[src/rtl/inst_decode_pipe_if.sv]
// Shared RV32I decode types plus the fetch-side/execute-side handshake bundle of inst_decode_pipe.
package inst_decode_pipe_pkg;

  typedef enum logic [6:0] {
    OPC_LOAD     = 7'h03,
    OPC_MISC_MEM = 7'h0F,
    OPC_OP_IMM   = 7'h13,
    OPC_AUIPC    = 7'h17,
    OPC_STORE    = 7'h23,
    OPC_OP       = 7'h33,
    OPC_LUI      = 7'h37,
    OPC_BRANCH   = 7'h63,
    OPC_JALR     = 7'h67,
    OPC_JAL      = 7'h6F,
    OPC_SYSTEM   = 7'h73
  } tOpcodeEnum;

  typedef struct packed {
    logic [6:0]  opcode;
    logic [31:0] curPc;
    logic [4:0]  rs1Addr;
    logic [4:0]  rs2Addr;
    logic [4:0]  rdAddr;
    logic [2:0]  funct3;
    logic [6:0]  funct7;
    logic [31:0] imm;
  } tDecodedInst;

endpackage

interface inst_decode_pipe_if;
  import inst_decode_pipe_pkg::*;

  logic        iValid;
  logic        oReady;
  logic [31:0] iInst;
  logic [31:0] iCurPc;
  logic        iFlush;
  logic        oValid;
  logic        iReady;
  tDecodedInst oDecoded;
  logic        oIllegal;

  modport slave (
    input  iValid, iInst, iCurPc, iFlush, iReady,
    output oReady, oValid, oDecoded, oIllegal
  );

  modport master (
    output iValid, iInst, iCurPc, iFlush, iReady,
    input  oReady, oValid, oDecoded, oIllegal
  );

endinterface

[src/rtl/inst_decode_pipe.sv]
// RV32I decoder: cStages register stages (= no-stall latency), valid/ready with a combinational ready chain, flush.
// Illegal-instruction flag only when INST_DECODE_ILLEGAL_CHK_EN is defined; otherwise oIllegal is tied 0.
module inst_decode_pipe
  import inst_decode_pipe_pkg::*;
#(
  parameter int          cStages  = 2,
  parameter logic [31:0] cResetPc = 32'h0
) (
  input logic               iClk,
  input logic               iRst,
  inst_decode_pipe_if.slave io
);

  localparam int cLast = cStages - 1;

  logic [cStages-1:0] v_q, v_d, stage_en;
  logic               accept, src_vld;
  logic [31:0]        src_inst, src_pc;
  tDecodedInst        dec_q, dec_d, idle_dec;

  function automatic tDecodedInst decode(input logic [31:0] inst, input logic [31:0] pc);
    tDecodedInst d;
    logic [31:0] imm_i, imm_s, imm_b, imm_u, imm_j;
    imm_i = {{20{inst[31]}}, inst[31:20]};
    imm_s = {{20{inst[31]}}, inst[31:25], inst[11:7]};
    imm_b = {{19{inst[31]}}, inst[31], inst[7], inst[30:25], inst[11:8], 1'b0};
    imm_u = {inst[31:12], 12'b0};
    imm_j = {{11{inst[31]}}, inst[31], inst[19:12], inst[20], inst[30:21], 1'b0};
    d        = '0;
    d.opcode = inst[6:0];
    d.curPc  = pc;
    case (inst[6:0])
      OPC_OP: begin
        d.rs1Addr = inst[19:15];
        d.rs2Addr = inst[24:20];
        d.rdAddr  = inst[11:7];
        d.funct3  = inst[14:12];
        d.funct7  = inst[31:25];
      end
      OPC_LOAD, OPC_OP_IMM, OPC_JALR: begin
        d.rs1Addr = inst[19:15];
        d.rdAddr  = inst[11:7];
        d.funct3  = inst[14:12];
        d.imm     = imm_i;
      end
      OPC_STORE: begin
        d.rs1Addr = inst[19:15];
        d.rs2Addr = inst[24:20];
        d.funct3  = inst[14:12];
        d.imm     = imm_s;
      end
      OPC_BRANCH: begin
        d.rs1Addr = inst[19:15];
        d.rs2Addr = inst[24:20];
        d.funct3  = inst[14:12];
        d.imm     = imm_b;
      end
      OPC_LUI, OPC_AUIPC: begin
        d.rdAddr = inst[11:7];
        d.imm    = imm_u;
      end
      OPC_JAL: begin
        d.rdAddr = inst[11:7];
        d.imm    = imm_j;
      end
      // fence, system and unknown opcodes keep only opcode and PC
      default: ;
    endcase
    return d;
  endfunction

  // A stage may load when it, or any stage downstream of it, has a free slot, or the output drains.
  always_comb begin
    for (int k = 0; k < cStages; k++) begin
      stage_en[k] = io.iReady;
      for (int j = k; j < cStages; j++) begin
        if (!v_q[j]) stage_en[k] = 1'b1;
      end
    end
  end

  assign io.oReady = !io.iFlush && stage_en[0];
  assign accept    = io.iValid && io.oReady;

  always_comb begin
    v_d = v_q;
    if (stage_en[0]) v_d[0] = accept;
    for (int k = 1; k < cStages; k++) begin
      if (stage_en[k]) v_d[k] = v_q[k-1];
    end
    if (io.iFlush) v_d = '0;
  end

  generate
    if (cStages == 1) begin : g_direct
      assign src_vld  = accept;
      assign src_inst = io.iInst;
      assign src_pc   = io.iCurPc;
    end else begin : g_raw
      logic [31:0] raw_inst_q [cStages-1];
      logic [31:0] raw_inst_d [cStages-1];
      logic [31:0] raw_pc_q   [cStages-1];
      logic [31:0] raw_pc_d   [cStages-1];

      always_comb begin
        raw_inst_d = raw_inst_q;
        raw_pc_d   = raw_pc_q;
        if (accept) begin
          raw_inst_d[0] = io.iInst;
          raw_pc_d[0]   = io.iCurPc;
        end
        for (int k = 1; k < cStages - 1; k++) begin
          if (stage_en[k] && v_q[k-1]) begin
            raw_inst_d[k] = raw_inst_q[k-1];
            raw_pc_d[k]   = raw_pc_q[k-1];
          end
        end
      end

      always_ff @(posedge iClk) begin
        raw_inst_q <= raw_inst_d;
        raw_pc_q   <= raw_pc_d;
      end

      assign src_vld  = v_q[cStages-2];
      assign src_inst = raw_inst_q[cStages-2];
      assign src_pc   = raw_pc_q[cStages-2];
    end
  endgenerate

  always_comb begin
    dec_d = dec_q;
    if (stage_en[cLast] && src_vld) dec_d = decode(src_inst, src_pc);
  end

  always_ff @(posedge iClk) begin
    if (iRst) begin
      v_q   <= '0;
      dec_q <= '0;
    end else begin
      v_q   <= v_d;
      dec_q <= dec_d;
    end
  end

`ifdef INST_DECODE_ILLEGAL_CHK_EN
  logic ill_q, ill_d;

  function automatic logic is_illegal(input logic [31:0] inst);
    logic       bad;
    logic [2:0] f3;
    logic [6:0] f7;
    f3  = inst[14:12];
    f7  = inst[31:25];
    bad = (inst[1:0] != 2'b11) || (inst == 32'h0);
    case (inst[6:0])
      OPC_OP: begin
        if (!(f7 == 7'h00 || (f7 == 7'h20 && (f3 == 3'b000 || f3 == 3'b101)))) bad = 1'b1;
      end
      OPC_OP_IMM: begin
        if (f3 == 3'b001 && f7 != 7'h00) bad = 1'b1;
        if (f3 == 3'b101 && f7 != 7'h00 && f7 != 7'h20) bad = 1'b1;
      end
      OPC_LOAD, OPC_MISC_MEM, OPC_AUIPC, OPC_STORE, OPC_LUI,
      OPC_BRANCH, OPC_JALR, OPC_JAL, OPC_SYSTEM: ;
      default: bad = 1'b1;
    endcase
    return bad;
  endfunction

  always_comb begin
    ill_d = ill_q;
    if (stage_en[cLast] && src_vld) ill_d = is_illegal(src_inst);
  end

  always_ff @(posedge iClk) begin
    if (iRst) ill_q <= 1'b0;
    else      ill_q <= ill_d;
  end

  assign io.oIllegal = v_q[cLast] && ill_q;
`else
  assign io.oIllegal = 1'b0;
`endif

  // An empty output stage presents a fixed idle word rather than stale data.
  always_comb begin
    idle_dec       = '0;
    idle_dec.curPc = cResetPc;
  end

  assign io.oValid   = v_q[cLast];
  assign io.oDecoded = v_q[cLast] ? dec_q : idle_dec;

endmodule

[src/flat_wrapper.sv]
// flat-port wrapper written by rule: the top's interface ports become plain ports
module inst_decode_pipe_flat import inst_decode_pipe_pkg::*;
#(
  parameter int          cStages  = 2,
  parameter logic [31:0] cResetPc = 32'h0
)
  (iClk, iRst, io_iValid, io_iInst, io_iCurPc, io_iFlush, io_iReady, io_oReady, io_oValid, io_oDecoded, io_oIllegal);
  inst_decode_pipe_if io_i ();
  input logic iClk;
  input logic iRst;
  input wire logic [$bits(io_i.iValid)-1:0] io_iValid;
  input wire logic [$bits(io_i.iInst)-1:0] io_iInst;
  input wire logic [$bits(io_i.iCurPc)-1:0] io_iCurPc;
  input wire logic [$bits(io_i.iFlush)-1:0] io_iFlush;
  input wire logic [$bits(io_i.iReady)-1:0] io_iReady;
  output wire logic [$bits(io_i.oReady)-1:0] io_oReady;
  output wire logic [$bits(io_i.oValid)-1:0] io_oValid;
  output wire logic [$bits(io_i.oDecoded)-1:0] io_oDecoded;
  output wire logic [$bits(io_i.oIllegal)-1:0] io_oIllegal;
  assign io_i.iValid = io_iValid;
  assign io_i.iInst = io_iInst;
  assign io_i.iCurPc = io_iCurPc;
  assign io_i.iFlush = io_iFlush;
  assign io_i.iReady = io_iReady;
  assign io_oReady = io_i.oReady;
  assign io_oValid = io_i.oValid;
  assign io_oDecoded = io_i.oDecoded;
  assign io_oIllegal = io_i.oIllegal;
  inst_decode_pipe #(.cStages(cStages), .cResetPc(cResetPc)) u_core (.iClk(iClk), .iRst(iRst), .io(io_i));
endmodule
[config.mk]
export PLATFORM = sky130hd
export DESIGN_NAME = inst_decode_pipe_flat
export DESIGN_NICKNAME = d
export VERILOG_FILES = /design/src/rtl/inst_decode_pipe_if.sv /design/src/rtl/inst_decode_pipe.sv /design/src/flat_wrapper.sv
export SDC_FILE = /design/constraint.sdc
export NUM_CORES = 1
export LEC_CHECK = 0
export ABC_AREA = 1
export CORE_ASPECT_RATIO = 1.5
export CORE_MARGIN = 4
export CORE_UTILIZATION = 40
export DETAILED_ROUTE_END_ITERATION = 7
export HOLD_SLACK_MARGIN = 0.02
export PLACE_DENSITY = 0.68
export SLEW_MARGIN = 20
export SYNTH_ARGS = -nofsm -noshare
export SYNTH_HDL_FRONTEND = slang
export SYNTH_SLANG_ARGS = --single-unit
[constraint.sdc]
create_clock -name iClk -period 6.2 [get_ports iClk]
set_clock_uncertainty 0.1 [all_clocks]
set_input_delay 1.24 -clock iClk [delete_from_list [all_inputs] [get_ports iClk]]
set_output_delay 1.24 -clock iClk [all_outputs]
set_load 0.05 [all_outputs]
==> run summary <==
Status = finished, final reports clean
Leak Pwr = 0.00422 uW
Average cell area after synthesis = 8.43 um2
Slew HR = 0.328
Clock-pin slew on the worst setup and hold paths = 0.06 ns
Async SR Flop Fraction = 0
Worst skew pair latency = 0.41 ns
Hold Buf Count CTS = 0
Sequential-to-total area share from yosys stat = 0.564
Post-DRT Antenna Nets = 0
Synthesized Nets = 885
Final-report max-slew violation count = 0
Largest net degree at the start of global routing = 99
Slew @ Worst Pin = 1.01 ns
Post-synth EDFFs = 64
Multi-input logic area = 2340 um2
Startpoint types = primary input
H-tree depth = 4
Area share of the largest cell type after synthesis = 0.285
Routability cong. = 0.771
Pwr dens = 258 nW/um2
Worst Path Class, Setup = in2out
Final setup viols = 0
Final hold viol count = 0
# diodes = 0
Commonest cells in the netlist = nand2_1 (221), inv_1 (115), dfxtp_1 (98)
Post-CTS Setup Bufs = 0
WP data required = 4.86 ns
CTS buffer count = 17
Max-Cap Viols = 0
Via density = 4.70
Die Footprint = 19400 um2
Top cells by area, synth = dfxtp_1 (29%), edfxtp_1 (28%), nand2_1 (12%), inv_1 (6.3%), nor2_1 (4.3%)
Largest area contributor in the netlist = dfxtp_1
Die width = 115 um
Post-Route WL = 16800 um
Post-synth cell types = 25
Worst r2r src = u_core.v_q[1]
Worst min-delay path class = reg2reg
Starting DRT DRC Count = 211
# IOs = 168
Critical Path AT = 2.88 ns
Row cnt = 58
Synth Cell Area = 6880 um2
CP endpoint kind = output pin
DRC errors left = 0
Drt pass-1 iters = 5
Period utilisation layout = 0.681
Storage cell area = 3890 um2
Setup TNS = 0 ns
DR vias = 5555
Reg2Reg Depth = 6
Fill count = 1623
First-pass GRT wire length = 27200 um
Clk buf depth = 2
Area grow syn2layout = 34.3%
Main synth FF type = dfxtp_1
Most frequent cell after synthesis = nand2_1
RSZ-0062 raised after global routing = false
Core Region = 16800 um2
R2R Setup Slk = 3.37 ns
Clock Sinks = 162
CTS root buf = clkbuf_16
Drt wl/cell = 14.2 um
#FFs+latches synth = 162
Nets = 1028
Initial core utilization = 0.409
Share of cells above drive strength 1 = 0.109
# resized after CTS = 0
Max VDD drop = 0.165 mV
Port buffer count = 166
Power Total = 2380 uW
Initial antenna violation count = 0
Worst setup path endpoint = io_oReady
Die Y = 169 um
Reg-to-Reg End = u_core.dec_q[47]
Final worst path period need = 4.22 ns
Max Clk Rate = 237 MHz
DPL Wire Length = 11500 um
Worst setup startpoint = io_iReady
Mapped Cells = 816
CTS tree = yes
Global Route Usage Sum = 0.177
Synthesis Warnings = 0
CP max FO = 3
Vias in the first global route = 5536
Global route total overflow = 0
-- sequential cells by signal, summed over array words and instances (netlist names) --
name                     flops
u_core.g_raw.raw_inst_q     32
u_core.v_q                   2
u_core.g_raw.raw_pc_q       32
u_core.dec_q                96
-- final cells by class --
class	instances	share of cell area
well taps	210	0.0284
repair buffers	170	0.183
multi-input cells	488	0.253
inverters	120	0.0489
clock inverters	15	0.0202
flip-flops and latches	162	0.421
clock buffers	17	0.0460
-- report_power, final --
group	leakage (uW)	switching (uW)	internal, uW
clock network	0.000300	465	615
registers	0.00140	22.2	1150
logic	0.00252	75.1	60.6
total	0.00422	562	1820
-- cells by family after synthesis --
family                 Yosys count  share of synthesized area
and+or+nand+nor                364                      0.238
buffers and inverters          166                     0.0969
DFF                            162                      0.564
AOI/OAI and AO/OA              123                      0.100
other                            1                   0.000545
-- worst max-delay path: stages --
cell and delay, ns:
clkdlybuf4s50_1 0.45, inv_1 0.04, nand2_2 0.07, nor2_1 0.06
inv_1 0.06, nand2_1 0.10, inv_1 0.06, clkdlybuf4s50_1 0.79
-- how the worst min path moves through the flow --
| stage | end | depth (start not counted) | slack (ns) | start |
|---|---|---|---|---|
| 5_1_grt | u_core.dec_q[4] | 2 | 0.38 | u_core.dec_q[4] |
| 6_report | u_core.dec_q[8] | 2 | 0.36 | u_core.dec_q[8] |
| 2_1_floorplan | u_core.dec_q[0] | 2 | 0.34 | u_core.dec_q[0] |
| 3_5_place_dp | u_core.dec_q[8] | 2 | 0.36 | u_core.dec_q[8] |
| 3_3_place_gp | u_core.dec_q[8] | 2 | 0.35 | u_core.dec_q[8] |
| 4_1_cts | u_core.dec_q[8] | 2 | 0.37 | u_core.dec_q[8] |
-- cell usage in the layout (no fill, tap or decap), types with 3 or more instances in the layout --
cell type / netlist / final
dfxtp_1: 98 / 97
inv_8: 0 / 4
clkbuf_16: 0 / 17
a21oi_2: 19 / 19
inv_6: 0 / 6
nor2_2: 3 / 3
nand3_1: 20 / 20
nor2_4: 3 / 4
nor2_1: 78 / 77
buf_4: 2 / 4
o21ai_0: 54 / 54
nand2_4: 6 / 6
inv_1: 115 / 114
a21oi_1: 46 / 46
nand3_2: 20 / 20
o21ai_1: 3 / 3
nand2_1: 221 / 221
edfxtp_1: 64 / 64
inv_2: 5 / 4
nand2_2: 10 / 10
clkdlybuf4s50_1: 0 / 165
-- routing by layer --
metal	GRT usage	vias to the layer above	routed length (um)
met2	0.326	123	9030
met4	0.0669	0	412
met3	0.0429	26	752
li1	-	2833	-
met5	0	-	0
met1	0.193	2573	6600
-- metrics by stage --
stage	hold WS (ns)	util	setup WS (ns)	instance area, um2	instances
2_1_floorplan	0.344	-	1.44	6880	816
3_3_place_gp	0.352	0.512	1.99	8630	1150
3_5_place_dp	0.357	0.512	1.98	8630	1150
4_1_cts	0.367	0.549	1.98	9240	1182
5_1_grt	0.383	0.549	1.90	9240	1182
6_report	0.364	0.549	1.98	9240	1182
Power figures use the tool's default switching activity.
==> RTL change 1 (same flow settings) <==
The option `INST_DECODE_ILLEGAL_CHK_EN` is turned on by a define.
--- a/src/rtl/inst_decode_pipe.sv
+++ b/src/rtl/inst_decode_pipe.sv
@@ -1,4 +1,6 @@
 // RV32I decoder: cStages register stages (= no-stall latency), valid/ready with a combinational ready chain, flush.
 // Illegal-instruction flag only when INST_DECODE_ILLEGAL_CHK_EN is defined; otherwise oIllegal is tied 0.
+`define INST_DECODE_ILLEGAL_CHK_EN
+
 module inst_decode_pipe
   import inst_decode_pipe_pkg::*;
Formal check against the unedited RTL: not equivalent (a bounded check fails within 4 cycles, from zero or initial values and one cycle with iRst high).
==> RTL change 1 against the original RTL <==
  * Non-clock buffer count increased by 3
  * Routed wire length grew 5.0%
  * Synthesized cell count rose by 12%
  * Power shrank 5.0%
  * Final area increased by 2.1%
  * Sequential cell count is 1 higher
  * Worst setup slack worse by 0.026 ns
  * Synthesized area is 4.3% higher
==> RTL change 1: results (changes against the original RTL) <==
| Metric | Value |
|---|---|
| Status | `finished clean` |
| Post-synth EDFFs | `64 (unchanged)` |
| Ys Warns | `0 (unchanged)` |
| Clk_lat worst skew | `0.41 ns (about the same)` |
| Pleak | `0.00433 µW (+2.6%)` |
| IO Port Bufs | `167 (+0.60%)` |
| Reg-to-reg slack, setup | `3.11 ns (-0.26 ns)` |
| RD Place Congestion | `0.792 (+2.8%)` |
| Initial drt markers | `228 (+8.1%)` |
| Nets@finish | `1124 (+9.3%)` |
| Cts bufs inserted | `17 (unchanged)` |
| Max incr delay on CP | `0.80 ns` |
| Global-route wire length before repair | `28300 µm (+3.9%)` |
| Count of unique library cells instantiated by Yosys | `29 (+16%)` |
| Worst-path clk slew | `0.06 ns (about the same)` |
| # diodes | `0 (unchanged)` |
| Fraction of registers with async set/reset | `0% (unchanged)` |
| Most used DFF post-synth | `dfxtp_1` |
| Synth top cells by count | `nand2_1, inv_1, nor2_1, dfxtp_1, o21ai_0` |
| Vias in the first global route | `5744 (+3.8%)` |
| CP Data Arrival Time | `2.91 ns (+0.03 ns)` |
| Total Routing Usage GR | `17.2% (-0.52 points)` |
| Pin count of the biggest net entering global routing | `100 (+1.0%)` |
| Drt wl/cell | `13.8 µm (-3.1%)` |
| Seq/Total Area, Yosys | `54.4% (-2.1 points)` |
| CTS resizes | `0 (unchanged)` |
| Htree depth | `4 (unchanged)` |
| Crit Path Max Fanout | `3 (unchanged)` |
| Relative slew margins | `32.8% (about the same)` |
| Layout cells sized above 1 | `5.99% (-4.9 points)` |
| Via/cell ratio | `4.69 (-0.24%)` |
| Initial antenna violation count | `0 (unchanged)` |
| Root Driver | `clkbuf_16` |
| WHS | `0.367 ns (+0.00296 ns)` |
| Hpwl dp | `12200 µm (+5.6%)` |
| Largest regs | `u_core.dec_q (96), u_core.g_raw.raw_inst_q (32), u_core.g_raw.raw_pc_q (32)` |
| Clk buf depth | `2 (unchanged)` |
| Hold Crit Class | `reg2reg` |
| First-pass DRT Iterations | `5 (unchanged)` |
| Postcts setup bufs | `0 (unchanged)` |
| Syn Nets | `985 (+11%)` |
| Worst vdd ir | `161 µV (-2.9%)` |
| CP max stage cell | `clkdlybuf4s50_1` |
| Main area contributors after synthesis | `dfxtp_1, edfxtp_1, nand2_1` |
## RTL change 1: cell families (layout without fill, tap and decap cells)
logic type,count (synthesis),count (layout),synth area share (%)
simple gates,441,441,25.4
flops,163,163,54.4
buf+inv,181,333,10.5
compound gates,131,131,9.71
## RTL change 1: where the power goes
group,switching (µW),internal [µW]
registers,25.4,1150
logic,76.9,62.9
clock network,434,513
total,536,1730
## RTL change 1: worst paths after layout
kind	to	startpoint	depth (start not counted)
worst max-delay path	io_oReady	io_iReady	8
worst min register to register	u_core.dec_q[20]	u_core.dec_q[20]	2
worst max register to register	u_core.dec_q[41]	u_core.v_q[1]	6
worst min-delay path	u_core.dec_q[20]	u_core.dec_q[20]	2
## RTL change 1: routing by layer
| layer | vias to the layer above | routed length (µm) | track usage (%) |
|---|---|---|---|
| met3 | 14 | 824 | 4.42 |
| met2 | 123 | 9530 | 33.6 |
| li1 | 3120 | - | - |
| met4 | 0 | 272 | 5.00 |
| met5 | - | 0 | 0 |
| met1 | 2749 | 7010 | 18.3 |
## RTL change 1: area by class of cell
cell class                      instances  area, µm²
Inverter                              128        482
Clock buffer                           17        425
Multi-Input combinational cell        572       2530
Sequential cell                       163       3910
Tap cell                              213        267
Timing Repair Buffer                  173       1720
Fill cell                            1692       8060
Clock inverter                         15        108
## RTL change 1: stage by stage
stage               cells  setup WS (ns)  utilization, %  area [µm²]
finish               1281           1.95            53.9        9440
global route         1281           1.85            53.9        9440
CTS                  1281           1.95            53.9        9440
detailed placement   1249           1.95            50.9        8900
global placement     1249           1.96            50.9        8900
floorplan             916           1.41               -        7180
## RTL change 1: critical path: cells and delay by family
kind,cells,cell delay [ns]
buffers and inverters,5,1.41
and+or+nand+nor,3,0.25
==> RTL change 2 (same flow settings) <==
Without the edit above. `cStages` is set to 2 in 2 places; all go to 1.
--- a/src/rtl/inst_decode_pipe.sv
+++ b/src/rtl/inst_decode_pipe.sv
@@ -4,5 +4,5 @@
   import inst_decode_pipe_pkg::*;
 #(
-  parameter int          cStages  = 2,
+  parameter int          cStages  = 1,
   parameter logic [31:0] cResetPc = 32'h0
 ) (
--- a/src/flat_wrapper.sv
+++ b/src/flat_wrapper.sv
@@ -2,5 +2,5 @@
 module inst_decode_pipe_flat import inst_decode_pipe_pkg::*;
 #(
-  parameter int          cStages  = 2,
+  parameter int          cStages  = 1,
   parameter logic [31:0] cResetPc = 32'h0
 )
Function: changed (Yosys sat finds a counterexample within 4 cycles, from zero or initial values and one cycle with iRst high).
==> RTL change 2 against the original RTL <==
  * Power is 42% lower
  * Worst setup slack gained 0.16 ns
  * Worst hold slack is essentially flat
  * Final area fell by 28%
  * Sequential cell count shrank 65
  * Cell count shrank 13%
  * Highest routed layer unchanged
  * Routed wire length down 20%
  * Synthesized area shrank 31%
==> RTL change 2: results (changes against the original RTL) <==
| Metric | Value |
|---|---|
| Relative slew margins | `33.8% (+0.98 points)` |
| Htree depth | `3 (-1)` |
| Worst vdd ir | `114 µV (-31%)` |
| Reg-to-reg slack, setup | `3.53 ns (+0.16 ns)` |
| Register Area | `1950 µm² (-50%)` |
| RD Place Congestion | `0.874 (+13%)` |
| Global Route met2 Usage | `34.6% (+2.0 points)` |
| Crit Path Max Fanout | `2 (-1)` |
| Synth top cells by count | `nand2_1, inv_1, a21oi_1, dfxtp_1, nand3_1` |
| Post-synth EDFFs | `0 (-100%)` |
| Setup WS post-layout | `2.14 ns (+0.156 ns)` |
| Count of unique library cells instantiated by Yosys | `20 (-20%)` |
| Reg2Reg Launch Point | `u_core.io.oValid` |
| Global-route wire length before repair | `21800 µm (-20%)` |
| Nets@finish | `948 (-7.8%)` |
| Max incr delay on CP | `0.83 ns (+0.04 ns)` |
| Initial antenna violation count | `0 (unchanged)` |
| GR Layer Usage met3 | `3.96% (-0.33 points)` |
| Clk_lat worst skew | `0.34 ns (-0.07 ns)` |
| R2R Path End | `u_core.dec_q[25]` |
| Status | `finished clean` |
| Seq/Total Area, Yosys | `41.2% (-15 points)` |
| Vias after detailed routing | `4921 (-11%)` |
| Syn Nets | `815 (-7.9%)` |
| Pleak | `0.00323 µW (-24%)` |
| Met1 GRT Util | `22.1% (+2.9 points)` |
| First-pass DRT Iterations | `7 (+2)` |
| Layout cells sized above 1 | `4.41% (-6.5 points)` |
| Placed cell areas | `6340 µm² (-27%)` |
| Initial drt markers | `199 (-5.7%)` |
| Worst-path clk slew | `0.06 ns (about the same)` |
| Final-layout fill cell count | `1151 (-29%)` |
| Cts bufs inserted | `9 (-8)` |
| Main area contributors after synthesis | `dfxtp_1, nand2_1, a21oi_1` |
| Hpwl dp | `9510 µm (-18%)` |
| Total Routing Usage GR | `19.1% (+1.4 points)` |
| Drt wl/cell | `12.9 µm (-9.0%)` |
| CP Data Arrival Time | `2.72 ns (-0.16 ns)` |
| Vias in the first global route | `4644 (-16%)` |
## RTL change 2: cell types whose count changed after synthesis, sizes merged
cell and change:
o21ai -34, inv -5, a21oi +34, buf +1
o21bai -1, nand2 +62, nand3 +5, nor2 -66
nor3 +1, edfxtp -64, nand4 -2, dfxtp -1
## RTL change 2: how the worst min path moves through the flow
stage	from	endpoint	slack [ns]	depth (start not counted)
final	u_core.dec_q[12]	u_core.dec_q[12]	0.36	2
after global routing	u_core.dec_q[69]	u_core.dec_q[69]	0.38	2
after CTS	u_core.dec_q[57]	u_core.dec_q[57]	0.37	2
after detailed placement	u_core.dec_q[57]	u_core.dec_q[57]	0.36	2
after global placement	u_core.dec_q[79]	u_core.dec_q[79]	0.35	2
after floorplan	u_core.dec_q[4]	u_core.dec_q[4]	0.34	2
## RTL change 2: cell families after synthesis
group,Yosys count,share of synthesized area (%)
compound gates,122,13.1
buf+inv,162,14.4
simple gates,364,31.2
other cells,1,0.0795
flops,97,41.2
## RTL change 2: final cells by class
class	instances	area share [%]
clock buffers	14	3.98
clock inverters	2	0.565
inverters	115	6.50
multi-input cells	487	31.5
flip-flops and latches	97	29.3
well taps	150	2.83
repair buffers	169	25.3
## RTL change 2: metal layers
layer  vias up  wire length, µm
li1       2524                -
met1      2248             5490
met2       135             6960
met3        14              694
met4         0              219
met5         -                0
## RTL change 2: power by group
part | leakage [µW] | switching [µW] | internal, µW | total, µW
clock | 0.000143 | 224 | 335 | 559
sequential | 0.000790 | 18.0 | 644 | 662
combinational | 0.00229 | 89.6 | 66.4 | 156
## RTL change 2: metrics by stage
| stage | total power, µW | cells |
|---|---|---|
| 6_report | 1380 | 1034 |
| 5_1_grt | 1440 | 1034 |
| 4_1_cts | 1390 | 1034 |
| 3_5_place_dp | 832 | 1018 |
| 3_3_place_gp | 829 | 1018 |
| 2_1_floorplan | 760 | 746 |
## RTL change 2: worst min-delay path, cell delays in order (launching register included)
cell     delay (ns)
dfxtp_1        0.31
nand2_1        0.06
a21oi_1        0.05
